`src/rtl/mer_meas_ctrl.sv`:
```
// mer_meas_ctrl: windowed MER measurement control (|dec_var| mean, error power, symbol error count).
module mer_meas_ctrl #(
    parameter int WIN_LOG2    = 18,
    parameter int SETTLE_SYMS = 3
) (
    input  logic                clk,
    input  logic                reset,
    input  logic                sym_clk_en,
    input  logic                start,
    input  logic                cont,
    input  logic                abort,
    input  logic [17:0]         dec_var,
    input  logic [17:0]         error,
    input  logic                sym_error,
    output logic                clear_accum,
    output logic                busy,
    output logic                done,
    output logic [17:0]         ref_level,
    output logic [17:0]         err_power,
    output logic [WIN_LOG2:0]   err_count
);
    localparam int SW = $clog2(SETTLE_SYMS + 2);
    localparam int AW = WIN_LOG2 + 18;
    typedef enum logic [2:0] {IDLE, CLEAR, SETTLE, ACCUM, DONE} state_t;
    state_t state, state_nxt;
    logic [1:0] rst_sync;
    logic rst_n;
    logic [17:0] abs_dv, sq_c;
    logic signed [35:0] sq;
    logic [AW-1:0] sum_abs, sum_sq, sum_abs_nxt, sum_sq_nxt;
    logic [WIN_LOG2:0] sym_cnt, err_cnt, err_cnt_nxt;
    logic [SW-1:0] settle_cnt;
    logic last_sym, settle_done;
    // Reset asserts asynchronously but releases two edges later, so IDLE is held across release.
    always_ff @(posedge clk or negedge reset)
        if (!reset) rst_sync <= '0;
        else rst_sync <= {rst_sync[0], 1'b1};
    assign rst_n = rst_sync[1];
    assign abs_dv = dec_var[17] ? ((dec_var == 18'h20000) ? 18'h1FFFF : -dec_var) : dec_var;
    assign sq = $signed(error) * $signed(error);
    assign sq_c = sq[34:17];
    assign sum_abs_nxt = sum_abs + AW'(abs_dv);
    assign sum_sq_nxt = sum_sq + AW'(sq_c);
    assign err_cnt_nxt = err_cnt + (WIN_LOG2 + 1)'(sym_error);
    assign last_sym = (state == ACCUM) && sym_clk_en && (sym_cnt == {1'b0, {WIN_LOG2{1'b1}}});
    assign settle_done = (SETTLE_SYMS == 0) || (sym_clk_en && settle_cnt == SW'(SETTLE_SYMS - 1));
    assign clear_accum = state == CLEAR;
    assign busy = state != IDLE;
    assign done = state == DONE;
    always_comb begin
        state_nxt = state;
        if (abort) state_nxt = IDLE;
        else
            case (state)
                IDLE:    state_nxt = start ? CLEAR : IDLE;
                CLEAR:   state_nxt = SETTLE;
                SETTLE:  state_nxt = settle_done ? ACCUM : SETTLE;
                ACCUM:   state_nxt = last_sym ? DONE : ACCUM;
                DONE:    state_nxt = cont ? CLEAR : IDLE;
                default: state_nxt = IDLE;
            endcase
    end
    always_ff @(posedge clk or negedge rst_n)
        if (!rst_n) begin
            state <= IDLE;
            sum_abs <= '0;
            sum_sq <= '0;
            sym_cnt <= '0;
            err_cnt <= '0;
            settle_cnt <= '0;
            ref_level <= '0;
            err_power <= '0;
            err_count <= '0;
        end else begin
            state <= state_nxt;
            if (state == CLEAR) begin
                sum_abs <= '0;
                sum_sq <= '0;
                sym_cnt <= '0;
                err_cnt <= '0;
                settle_cnt <= '0;
            end else if (state == SETTLE && sym_clk_en) settle_cnt <= settle_cnt + 1'b1;
            else if (state == ACCUM && sym_clk_en) begin
                sum_abs <= sum_abs_nxt;
                sum_sq <= sum_sq_nxt;
                err_cnt <= err_cnt_nxt;
                sym_cnt <= sym_cnt + 1'b1;
            end
            // Results are captured with the final symbol folded in, so they are valid while done is high.
            if (last_sym && !abort) begin
                ref_level <= sum_abs_nxt[AW-1:WIN_LOG2];
                err_power <= sum_sq_nxt[AW-1:WIN_LOG2];
                err_count <= err_cnt_nxt;
            end
        end
endmodule

```
`config.mk`:
```
export PLATFORM = sky130hd
export DESIGN_NAME = mer_meas_ctrl
export DESIGN_NICKNAME = d
export VERILOG_FILES = /design/src/rtl/mer_meas_ctrl.sv
export SDC_FILE = /design/constraint.sdc
export NUM_CORES = 1
export LEC_CHECK = 0
export CORE_UTILIZATION = 55
export DETAILED_ROUTE_END_ITERATION = 6
export PLACE_DENSITY = 0.74
export SLEW_MARGIN = 20
export SYNTH_ARGS = -nofsm -noshare
export SYNTH_HDL_FRONTEND = slang
export SYNTH_SLANG_ARGS = --single-unit
```
`constraint.sdc`:
```
create_clock -name clk -period 5.6 [get_ports clk]
set_input_delay 1.12 -clock clk [delete_from_list [all_inputs] [get_ports clk]]
set_output_delay 1.12 -clock clk [all_outputs]
set_load 0.005 [all_outputs]
```
## Word level (Yosys, flattened, before mapping)

Index checks and enable logic that the tools add are counted.

| operators by class | value |
|---|---|
| reductions and logical operators | 11 |
| $add $sub $neg | 6 |
| equal/unequal tests | 8 |
| mux-type cells | 22 |
| $mul | 1 |

Operators by type and width:

| operator | count |
|---|---|
| $mux 36 | 6 |
| $mux 19 | 6 |
| $add 36x18->36 | 2 |
| $mux 18 | 2 |
| $mul 18x18->35 | 1 |
| $add 19x1->19 | 1 |
| $add 19x1->19 const B | 1 |
| $eq 19x18->1 const B | 1 |
| $eq 18x18->1 const B | 1 |
| $neg 18->18 | 1 |
| $pmux 3 s5 | 1 |
| $mux 3 | 4 |
| $eq 3x2->1 const B | 3 |
| $logic_and 1x1->1 | 5 |
| $reduce_bool 2->1 | 2 |
| $add 3x1->3 const B | 1 |
| $eq 3x1->1 const B | 1 |
| $eq 3x3->1 const B | 1 |
| $logic_not 3->1 | 1 |
| $mux 1 | 3 |
| $reduce_bool 3->1 | 1 |
| $ne 2x2->1 const B | 1 |
| $reduce_and 2->1 | 1 |
| $logic_not 1->1 | 1 |

| word-level totals | value |
|---|---|
| bits in registers | 173 |

## Logic depth before layout (Yosys ltp)

Gate-level depths: netlist of run 1.

| logic depth | value |
|---|---|
| depth after elaboration | 7 |
| gate-level depth with buffers | 34 |
| mapped depth without buffers | 32 |

## Worst setup path after synthesis of run 1

No wires, ideal clock.

| timing path | value |
|---|---|
| path type | input -> register |
| from | in error[17] |
| to | reg err_power[17] |
| arrival | 8812 ps |
| setup slack | -3294 ps |
| stages | 31 |
| buffers on the path | 2 |
| data required time | 5517 ps |
| cells stage by stage | clkbuf_1 clkbuf_1 nand2_1 inv_1 fa_1 fa_1 ha_1 inv_1 fa_1 inv_1 fa_1 inv_1 fa_1 inv_1 ha_1 a21o_1 a21o_1 a2111oi_0 o41ai_1 o21a_1 or2_2 xor2_1 ha_1 a21oi_1 nand2_1 o31ai_1 inv_1 a31oi_1 nor3_1 xnor2_1 o21ai_0 |

| on the way | value |
|---|---|
| cells in the longest elaborated chain, start to end | 2 |

RTL lines:

| what | RTL line | text |
|---|---|---|
| start: declaration | 13 | `input logic [17:0] error,` |
| $mul 18x18->35 | 40 | `assign sq = $signed(error) * $signed(error);` |
| $add 36x18->36 | 43 | `assign sum_sq_nxt = sum_sq + AW'(sq_c);` |
| end signal: assignment | 92 | `err_power <= sum_sq_nxt[AW-1:WIN_LOG2];` |
| end: declaration | 19 | `output logic [17:0] err_power,` |

Every way passes these cells.
A chain may end at the register's enable or synchronous reset.

## Worst setup path after layout of run 1

| timing path | value |
|---|---|
| from | in error[13] |
| to | reg sum_sq[26] |

| on the way | value |
|---|---|
| cells in the longest elaborated chain, start to end | 5 |

RTL lines:

| what | RTL line | text |
|---|---|---|
| $mul 18x18->35 | 40 |  |
| $add 36x18->36 | 43 |  |
| $mux 36 | 83 | `else if (state == ACCUM && sym_clk_en) begin` |
| $mux 36 | 82 | `end else if (state == SETTLE && sym_clk_en) settle_cnt <= settle_cnt + 1'b1;` |
| $mux 36 | 76 | `if (state == CLEAR) begin` |
| end signal: assignment | 85 | `sum_sq <= sum_sq_nxt;` |
| end: declaration | 30 | `logic [AW-1:0] sum_abs, sum_sq, sum_abs_nxt, sum_sq_nxt;` |

Every way passes these cells. The select of a mux whose other input is x is not followed.

==> impl_results.md, run 1 <==
- Max-slew violations: 0
- CP top delay family: adder cells
- Clock latency on the worst-skew pair: 440 ps
- R2R setup slack: 2740 ps
- Worst path required time: 5920 ps
- Root Driver: clkbuf_16
- Clock slew at reported path FFs: about 70 ps
- Layout Nets: approximately 3,100
- Drt total wl: 55,670 microns
- Crit start category: primary input
- Slowest stage delay, CP: 690 ps
- Fmax achieved: 119.1 MHz
- Row count: 70
- Initial antenna violation count: 0
- Asr flop ratio synth: 100.0%
- Post-Syn Area: 0.02039 sq mm
- Fin crit period: approximately 8400 ps
- Top fanout value on the critical path: 7
- Fin Clk Skew: 14.84 ps
- EDFF count, synth: 0
- RSZ-0062 raised after global routing: yes
- CP Capture Type: flop
- Most frequent cells in the layout: 370 x inv_1, 305 x buf_4, 262 x nand2_1
- Final Hold Violating Endpoints: 0
- Synth Register Bits: 173
- Syn Nets: between 2,000 and 3,000
- Port buffer count: 100
- Worst r2r dst: sum_sq[26]
- Die Wd: 194.5 microns
- Setup ws final: -2798 ps
- Failing checks: setup timing
- Layout overhead on the synthesized area: 30.20%
- Core ar.: approximately 0.037 sq mm
- Initial Util: 55.83%
- Top Ports: roughly 100
- Diodes inserted: 0
- R2r worst-path depth: 11
- Sum Neg Setup Slack: -131,800 ps
- Post-synthesis sequential area ratio: 21.23%
- Top FF cell, synth: dfrtp_1
- Cell mode on critical path: fa_1
- Commonest non-fill, non-tap cell in the layout: inv_1
- Synth unique cells: 68
- Largest net degree at the start of global routing: 90
- Path category of the worst min-delay check: reg -> reg
- First-pass GRT wire length: 90,470 microns
- Vias: 17,434
- Die height: 194.5 microns
- Max-cap violations: 0
- Final Cycle Share: 150.0%
- # fillers: 2,462
- Longest Clk Path Bufs: 2
- Mapped Cells: 2,261
- Hold_buf cts: 0
- CP bufs+invs: 8
- Relative max-transition margin: between 20% and 30%
- DP HPWL: 39,440 microns
- Setup Crit Path Kind: in -> reg
- Via density: 5.565
- Vias in the first global route: 18,512
- Initial DRT Pass Iterations: 5
- Worst Hold Endpoint: rst_sync[1]
- Status: complete, but fails checks
- WP data arrival: 8720 ps
- Iter 0 DRT Violations: 1,161
- Hold path depth: 0
- Final setup violation count: 54
- DRC viols: 0
- Yosys warning count: 0
- Worst R2R Start: sum_sq[3]
- Synthesized area per cell: 9.018 sq um
- Final GP Congestion: approximately 0.9
- Wire length per cell: 17.77 microns
- CTS Sinks: 173
- Fraction of layout cells with a size suffix above 1: 26.27%
- Hold path start: rst_sync[0]
- Worst Tran Pin Value: 1113 ps
- Die area: 0.03785 sq mm
- Total track usage: 29.57%
- H-tree Lvls: 4
- CTS tree: built
- Number of CTS-inserted buffers: 17
- Grt total ovfl: 0
- Post-route antenna net violation count: 0
- Critical-path top delay cell: fa_1
[logic make-up (layout without fill, tap and decap cells)]
family / after synthesis / count (layout) / share of synthesized area (%)
multiplexers: 2 / 2 / 0.09818
XOR/XNOR: 129 / 129 / 5.541
adder cells (fa/ha/maj): 435 / 435 / 37.55
flip-flops: 173 / 173 / 21.23
buffers and inverters: 514 / 918 / 9.591
AND/OR/NAND/NOR: 598 / 598 / 13.70
AO/OA/AOI/OAI: 409 / 409 / 12.27
other: 1 / 1 / 0.01839
[stage by stage]
| step | util (%) | setup slack, ps | hold slack (ps) | area (sq um) | cells |
|---|---|---|---|---|---|
| 4_1_cts | 70.68 | -2558 | 359.2 | 25810 | 3114 |
| 3_3_place_gp | 66.43 | -3448 | 338.6 | 24260 | 3025 |
| 2_1_floorplan | - | -2694 | 331.2 | 21010 | 2261 |
| 6_report | 72.69 | -2798 | 359.5 | 26550 | 3133 |
| 3_5_place_dp | 66.43 | -3569 | 343.6 | 24260 | 3025 |
| 5_1_grt | 72.69 | -2981 | 379.6 | 26550 | 3133 |
[Yosys cell counts (3+ instances only)]
cell	n	area share, %
and3_1	29	0.89
nor2b_1	3	0.092
or4_1	3	0.11
nand3_1	35	0.86
o21a_1	11	0.40
nand4_1	16	0.49
o41ai_1	8	0.34
and4_1	8	0.34
a211oi_1	12	0.44
o31ai_1	20	0.74
ha_1	140	8.6
nand2b_1	13	0.40
a2111oi_0	5	0.21
o22ai_1	3	0.092
a211o_1	6	0.26
nand2_1	300	5.5
o21ai_0	170	4.2
or3_4	3	0.17
a31oi_1	23	0.71
clkbuf_1	77	1.4
fa_1	295	29
or3_1	18	0.55
xor2_1	59	2.5
dfrtp_1	173	21
nor2_1	78	1.4
o21bai_1	8	0.29
and2_1	51	1.6
inv_1	426	7.8
a21oi_1	72	1.8
a221oi_1	4	0.17
a21o_1	25	0.92
nor3_1	22	0.54
o211ai_1	12	0.44
a22o_1	10	0.43
or2_2	4	0.12
nor3b_1	3	0.11
clkinv_1	3	0.055
o311ai_0	3	0.13
xnor2_1	70	3.0
[per-layer routing]
metal  up-vias  global-route usage, %  share of wire [%]
met1      8675                  37.24                 38
met5         -                      0                  0
met4         0                  10.85                4.3
met2       602                  51.55                 51
met3       151                  4.477                6.0
li1       8006                      -                  -
[area by class of cell]
type,instances,area (sq um),share of cell area (%)
multi-input cells,1574,15400,58.01
flip-flops and latches,173,4333,16.32
repair buffers,458,4061,15.30
inverters,429,1632,6.145
well taps,468,585.6,2.206
clock buffers,18,429.2,1.616
clock inverters,13,106.4,0.4006
[flip-flops by register name, summed over array words and instances, names as in the netlist]
signal,count
sum_abs,36
settle_cnt,3
err_power,18
ref_level,18
state,3
err_cnt,19
sum_sq,36
err_count,19
sym_cnt,19
rst_sync,2
[repair_timing]
| item | CTS | global route |
|---|---|---|
| pin swaps | 137 | 174 |
| cloned | 4 | 0 |
| endpoints found under the hold margin | 0 | 0 |
| endpoints found under the setup margin | 59 | 86 |
| setup buffers | 56 | 34 |
| resized for setup | 227 | 220 |
[how the worst max path moves through the flow]
stage               startpoint       endpoint  slack (ps)  cells after the start
finish               error[13]     sum_sq[26]       -2800                     33
CTS                   error[3]     sum_sq[26]       -2560                     33
global placement      error[1]  err_power[17]       -3450                     32
global route         error[13]     sum_sq[28]       -2980                     31
floorplan             error[3]     sum_sq[28]       -2690                     32
detailed placement    error[1]     sum_sq[35]       -3570                     32
Power of run 1 is left out: the tool's default activity adds up to more than one toggle a clock period on the data nets, which glitch-free logic cannot reach.
==> inputs of run 2 (changes only) <==
Settings changed: CAP_MARGIN set to 20, SKIP_LAST_GASP set to 1.
==> run 2 against run 1 <==
The flow still finishes with violations (setup timing); utilization down 0.28 points; first-iteration DRC count fell by 0.86%; non-clock buffer count fell by 2; maximum frequency up 1.2%; die area is the same; critical endpoint unchanged.
==> impl_results.md, run 2 (synthesis results as in run 1) <==
- Status: complete, but fails checks
- Failing checks: setup timing
- Via density: 5.574
- Wire length per cell: 17.67 microns
- Pre-CTS setup slack: -3569 ps
- Largest registers: sum_abs: 36 flops, sum_sq: 36 flops
- Longest Clk Path Bufs: 2
- Most frequent cells in the layout: 372 x inv_1, 309 x buf_4, 262 x fa_1
- WP data arrival: about 8600 ps
- Clock slew at reported path FFs: roughly 70 ps
- Setup ws final: -2699 ps
- Diodes inserted: 0
- Initial Util: 55.83%
- Iter 0 DRT Violations: 1,151
- RSZ-0062 raised after global routing: yes
- Final Cell Area: around 0.026 sq mm
- Worst Tran Pin Value: 1094 ps
- Fin crit period: around 8300 ps
- CTS Sinks: 173
- Worst setup path start: error[5]
- Max-slew violations: 0
- Final Hold Violating Endpoints: 0
- Clock latency on the worst-skew pair: 440 ps
- Top fanout value on the critical path: 7
- Commonest non-fill, non-tap cell in the layout: inv_1
- Max-cap violations: 0
- Vias in the first global route: 18,506
- Die Wd: 194.5 microns
- Root Driver: clkbuf_16
- Final setup violation count: 54
- CP top delay family: adder cells
- Row count: 70
- Relative max-transition margin: 27.07%
- Cell mode on critical path: fa_1
- Path category of the worst min-delay check: reg -> reg
- Final GP Congestion: 0.9175
- Worst path required time: 5920 ps
- Post-route antenna net violation count: 0
- CTS tree: built
- Initial antenna violation count: 0
- Final Cycle Share: 148.2%
- Critical-path top delay cell: fa_2
- Fin Clk Skew: 13.65 ps
- Worst R2R Start: sum_sq[0]
- Number of CTS-inserted buffers: 17
- CP bufs+invs: 9
- Die area: 0.03785 sq mm
- Total track usage: 29.56%
- Layout overhead on the synthesized area: 29.70%
- Grt total ovfl: 0
- CP Capture Type: flop
- Setup Crit Path Kind: in -> reg
- Drt total wl: 55,310 microns
- Slowest stage delay, CP: 670 ps
- DP HPWL: 39,440 microns
- Initial DRT Pass Iterations: 5
- Port buffer count: 100
- Fmax achieved: 120.5 MHz
- Largest net degree at the start of global routing: 90
- Top Ports: ~100
- Vias: 17,452
- Layout Nets: between 3,000 and 4,000
- Die height: ~190 microns
- H-tree Lvls: 4
- Core ar.: 0.03652 sq mm
- Utilization after layout: 72.41%
- Crit start category: primary input
- Placed instance area: ~0.024 sq mm
- Hold path start: rst_sync[0]
- DRC viols: 0
- Fraction of layout cells with a size suffix above 1: 25.95%
- First-pass GRT wire length: roughly 90,000 microns
-- run 2: layout make-up --
type	instances	area [sq um]
Multi-Input combinational cell	1574	15350
Timing Repair Buffer	456	4014
Tap cell	468	585.6
Clock inverter	13	106.4
Clock buffer	18	429.2
Sequential cell	173	4333
Fill cell	2470	10080
Inverter	429	1632
-- run 2: path summary, 6_finish.rpt --
check | to | slack, ps | depth (start not counted)
max | sum_sq[26] | -2700 | 34
min | rst_sync[1] | 360 | 0
min reg2reg | rst_sync[1] | 360 | 0
min in group asynchronous | err_cnt[3] | 460 | 0
max reg2reg | sum_sq[26] | 2790 | 12
max in group asynchronous | sum_sq[11] | 3880 | 1
-- run 2: timing repair --
action / 4_1_cts / 5_1_grt
buffers inserted: 56 / 25
pin swaps: 137 / 146
endpoints found under the setup margin: 59 / 86
gates resized for setup: 224 / 198
hold buffers: 0 / 0
gates cloned: 4 / 0
-- run 2: metal layers --
metal  GRT usage [%]  up-vias  part of all wire [%]
met1           37.24     8680                    39
met4           10.85        0                   4.0
li1                -     8003                     -
met5               0        -                     0
met2           51.51      615                    51
met3           4.477      154                   5.9
-- run 2: through the flow --
step | hold WS, ps | TNS (ps) | cells
global placement | 338.6 | -178260 | 3025
finish | 359.5 | -126580 | 3131
CTS | 359.2 | -120760 | 3114
floorplan | 331.2 | -117010 | 2261
detailed placement | 343.6 | -186030 | 3025
global route | 379.6 | -138660 | 3131
-- run 2: worst register-to-register path, cell delays in order (launching register included) --
cell and delay, ps:
dfrtp_1 360, ha_2 200, fa_2 240, a211oi_2 80, o21ai_1 130, or3b_4 410
a211o_1 350, a31oi_4 280, buf_12 170, nand3_4 80, buf_4 180, a21oi_1 140
o21ai_1 80
Power of run 2 is left out for the same reason.
==> inputs of run 3 (changes only) <==
Settings changed: ABC_AREA set to 1, PLACE_DENSITY 0.74 to 0.73.
==> run 3 against run 2 <==
Cell count increased by 30%; clock-buffer cell count did not move; largest cell class unchanged; the flow still finishes with violations (setup timing); critical path depth is 1 higher; global-route usage increased by 3.0 points; area after synthesis is 11% higher; die area increased by 11%; non-clock buffer count grew 1; maximum frequency is 13% higher; flip-flop and latch count is the same; sequential share of layout area down 2.3 points; design area rose by 16%.
==> impl_results.md, run 3 <==
- Diodes inserted: 0
- Synth Register Bits: 173
- Initial antenna violation count: 0
- CP top delay family: adder cells
- Max-slew violations: 0
- Largest registers: sum_abs: 36 flops, sum_sq: 36 flops
- Synthesized area per cell: 7.276 sq um
- Post-Syn Area: 0.02270 sq mm
- Fin Clk Skew: 7.552 ps
- First-pass GRT wire length: 109,200 microns
- Fraction of layout cells with a size suffix above 1: 28.89%
- Grt total ovfl: 0
- Hold path depth: 0
- Drt total wl: ~70,000 microns
- CTS tree: built
- Port buffer count: 100
- CTS Sinks: roughly 170
- Worst Tran Pin Value: 1069 ps
- Clock latency on the worst-skew pair: between 400 and 500 ps
- Initial DRT Pass Iterations: 6
- DP HPWL: 46,870 microns
- Synth unique cells: 42
- Fmax achieved: 136.1 MHz
- Setup ws final: -1745 ps
- Vias: between 20,000 and 25,000
- Top Ports: 101
- Path category of the worst min-delay check: reg -> reg
- Top fanout value on the critical path: 5
- Max-cap violations: 0
- Setup Crit Path Kind: in -> reg
- Largest cells by area after synthesis: fa_1 26%, dfrtp_1 19%, nand2_1 15%, inv_1 11%, ha_1 7.7%
- R2R setup slack: 2950 ps
- Syn Nets: 3,598
- Post-route antenna net violation count: 0
- Layout Nets: 4,002
- Initial Util: 55.72%
- Asr flop ratio synth: 100.0%
- Placed instance area: between 0.02 and 0.03 sq mm
- Row count: 74
- Post-synthesis sequential area ratio: roughly a fifth
- Top FF cell, synth: dfrtp_1
- Worst path required time: a little under 6000 ps
- Final setup violation count: 54
- RSZ-0062 raised after global routing: yes
- WP data arrival: ~7700 ps
- CP Capture Type: flop
- Pre-CTS setup slack: -2721 ps
- Layout overhead on the synthesized area: 35.46%
- Failing checks: setup timing
- DRC viols: 0
- Status: complete, but fails checks
- H-tree Lvls: 4
- Longest Clk Path Bufs: 2
- Cell taking the most area after synthesis: fa_1
- Total track usage: 32.55%
- Final Hold Violating Endpoints: 0
- Die height: ~210 microns
- Root Driver: clkbuf_16
- Crit path depth: 35
- Final Cycle Share: 131.2%
- Hold_buf cts: 0
- Final Cell Area: 0.03075 sq mm
- Synth cell count leaders: 935 x nand2_1, 690 x inv_1, 295 x fa_1, 190 x nor2_1, 189 x nand3_1
- Critical-path top delay cell: fa_2
- Yosys warning count: 0
- R2r worst-path depth: 12
- Final GP Congestion: between 0.9 and 1
- Slowest stage delay, CP: 620 ps
- Commonest non-fill, non-tap cell in the layout: nand2_1
- Via density: 5.391
- Die Wd: 205.2 microns
- Most frequent cells in the layout: 754 x nand2_1, 578 x inv_1, 277 x buf_4
- Fin crit period: approximately 7300 ps
- Core ar.: 0.04074 sq mm
- Die area: 0.04209 sq mm
- Yosys top cell area share: 26.02%
- Relative max-transition margin: 28.72%
- Largest net degree at the start of global routing: 106
- Crit start category: primary input
- Cell mode on critical path: fa_1
- EDFF count, synth: 0
- Mapped Cells: 3,120
- Number of CTS-inserted buffers: 17
- Vias in the first global route: between 20,000 and 25,000
- Wire length per cell: 17.06 microns
- CP bufs+invs: 10
- Clock slew at reported path FFs: 70 ps
- Count leader, synth: nand2_1
- Iter 0 DRT Violations: 1,458
-- run 3: routing by layer --
layer / part of all wire [%] / GRT usage (%) / vias up
met1: 40 / 40.38 / 10681
li1: - / - / 10243
met2: 49 / 56.50 / 785
met4: 4.8 / 14.34 / 0
met5: 0 / 0 / -
met3: 6.4 / 4.327 / 226
-- run 3: repair_timing --
item                                   4_1_cts  5_1_grt
buffers inserted                            79       26
pin swaps                                  184      208
endpoints found under the hold margin        0        0
cloned                                       8        0
setup endpoints to repair                   54       54
gates resized for setup                    453      306
-- run 3: final timing paths --
| check | startpoint | to |
|---|---|---|
| max | error[3] | err_power[6] |
| min | rst_sync[0] | rst_sync[1] |
| max reg2reg | state[0] | sym_cnt[4] |
| min reg2reg | rst_sync[0] | rst_sync[1] |
| max in group asynchronous | rst_sync[1] | sum_abs[35] |
| min in group asynchronous | rst_sync[1] | state[0] |
-- run 3: cell type report --
type                    count  area, sq um
clock buffers              18        439.2
clock inverters            14        182.7
fillers                  2897         9990
inverters                 697         2653
multi-input cells        2178        18140
flip-flops and latches    173         4333
well taps                 532        665.6
repair buffers            457         4332
-- run 3: cell families (layout without fill, tap and decap cells) --
| family | count (synthesis) | in the layout | synth area share (%) |
|---|---|---|---|
| mux | 1 | 1 | 0.04410 |
| simple gates | 1452 | 1452 | 26.51 |
| compound gates | 238 | 238 | 5.716 |
| flops | 173 | 173 | 19.07 |
| xor+xnor | 51 | 51 | 1.968 |
| buf+inv | 769 | 1186 | 12.94 |
| other cells | 1 | 1 | 0.01652 |
| fa+ha+maj | 435 | 435 | 33.73 |
-- run 3: through the flow --
| stage | setup TNS (ps) | instances | util (%) | hold WS, ps |
|---|---|---|---|---|
| finish | -84980 | 4069 | 75.48 | 364.5 |
| global route | -94220 | 4069 | 75.48 | 379.6 |
| global placement | -129610 | 3927 | 65.91 | 337.9 |
| floorplan | -70600 | 3120 | - | 331.2 |
| detailed placement | -131530 | 3927 | 65.91 | 351.7 |
| CTS | -75080 | 4046 | 72.74 | 366.1 |
Power of run 3 is left out for the same reason.
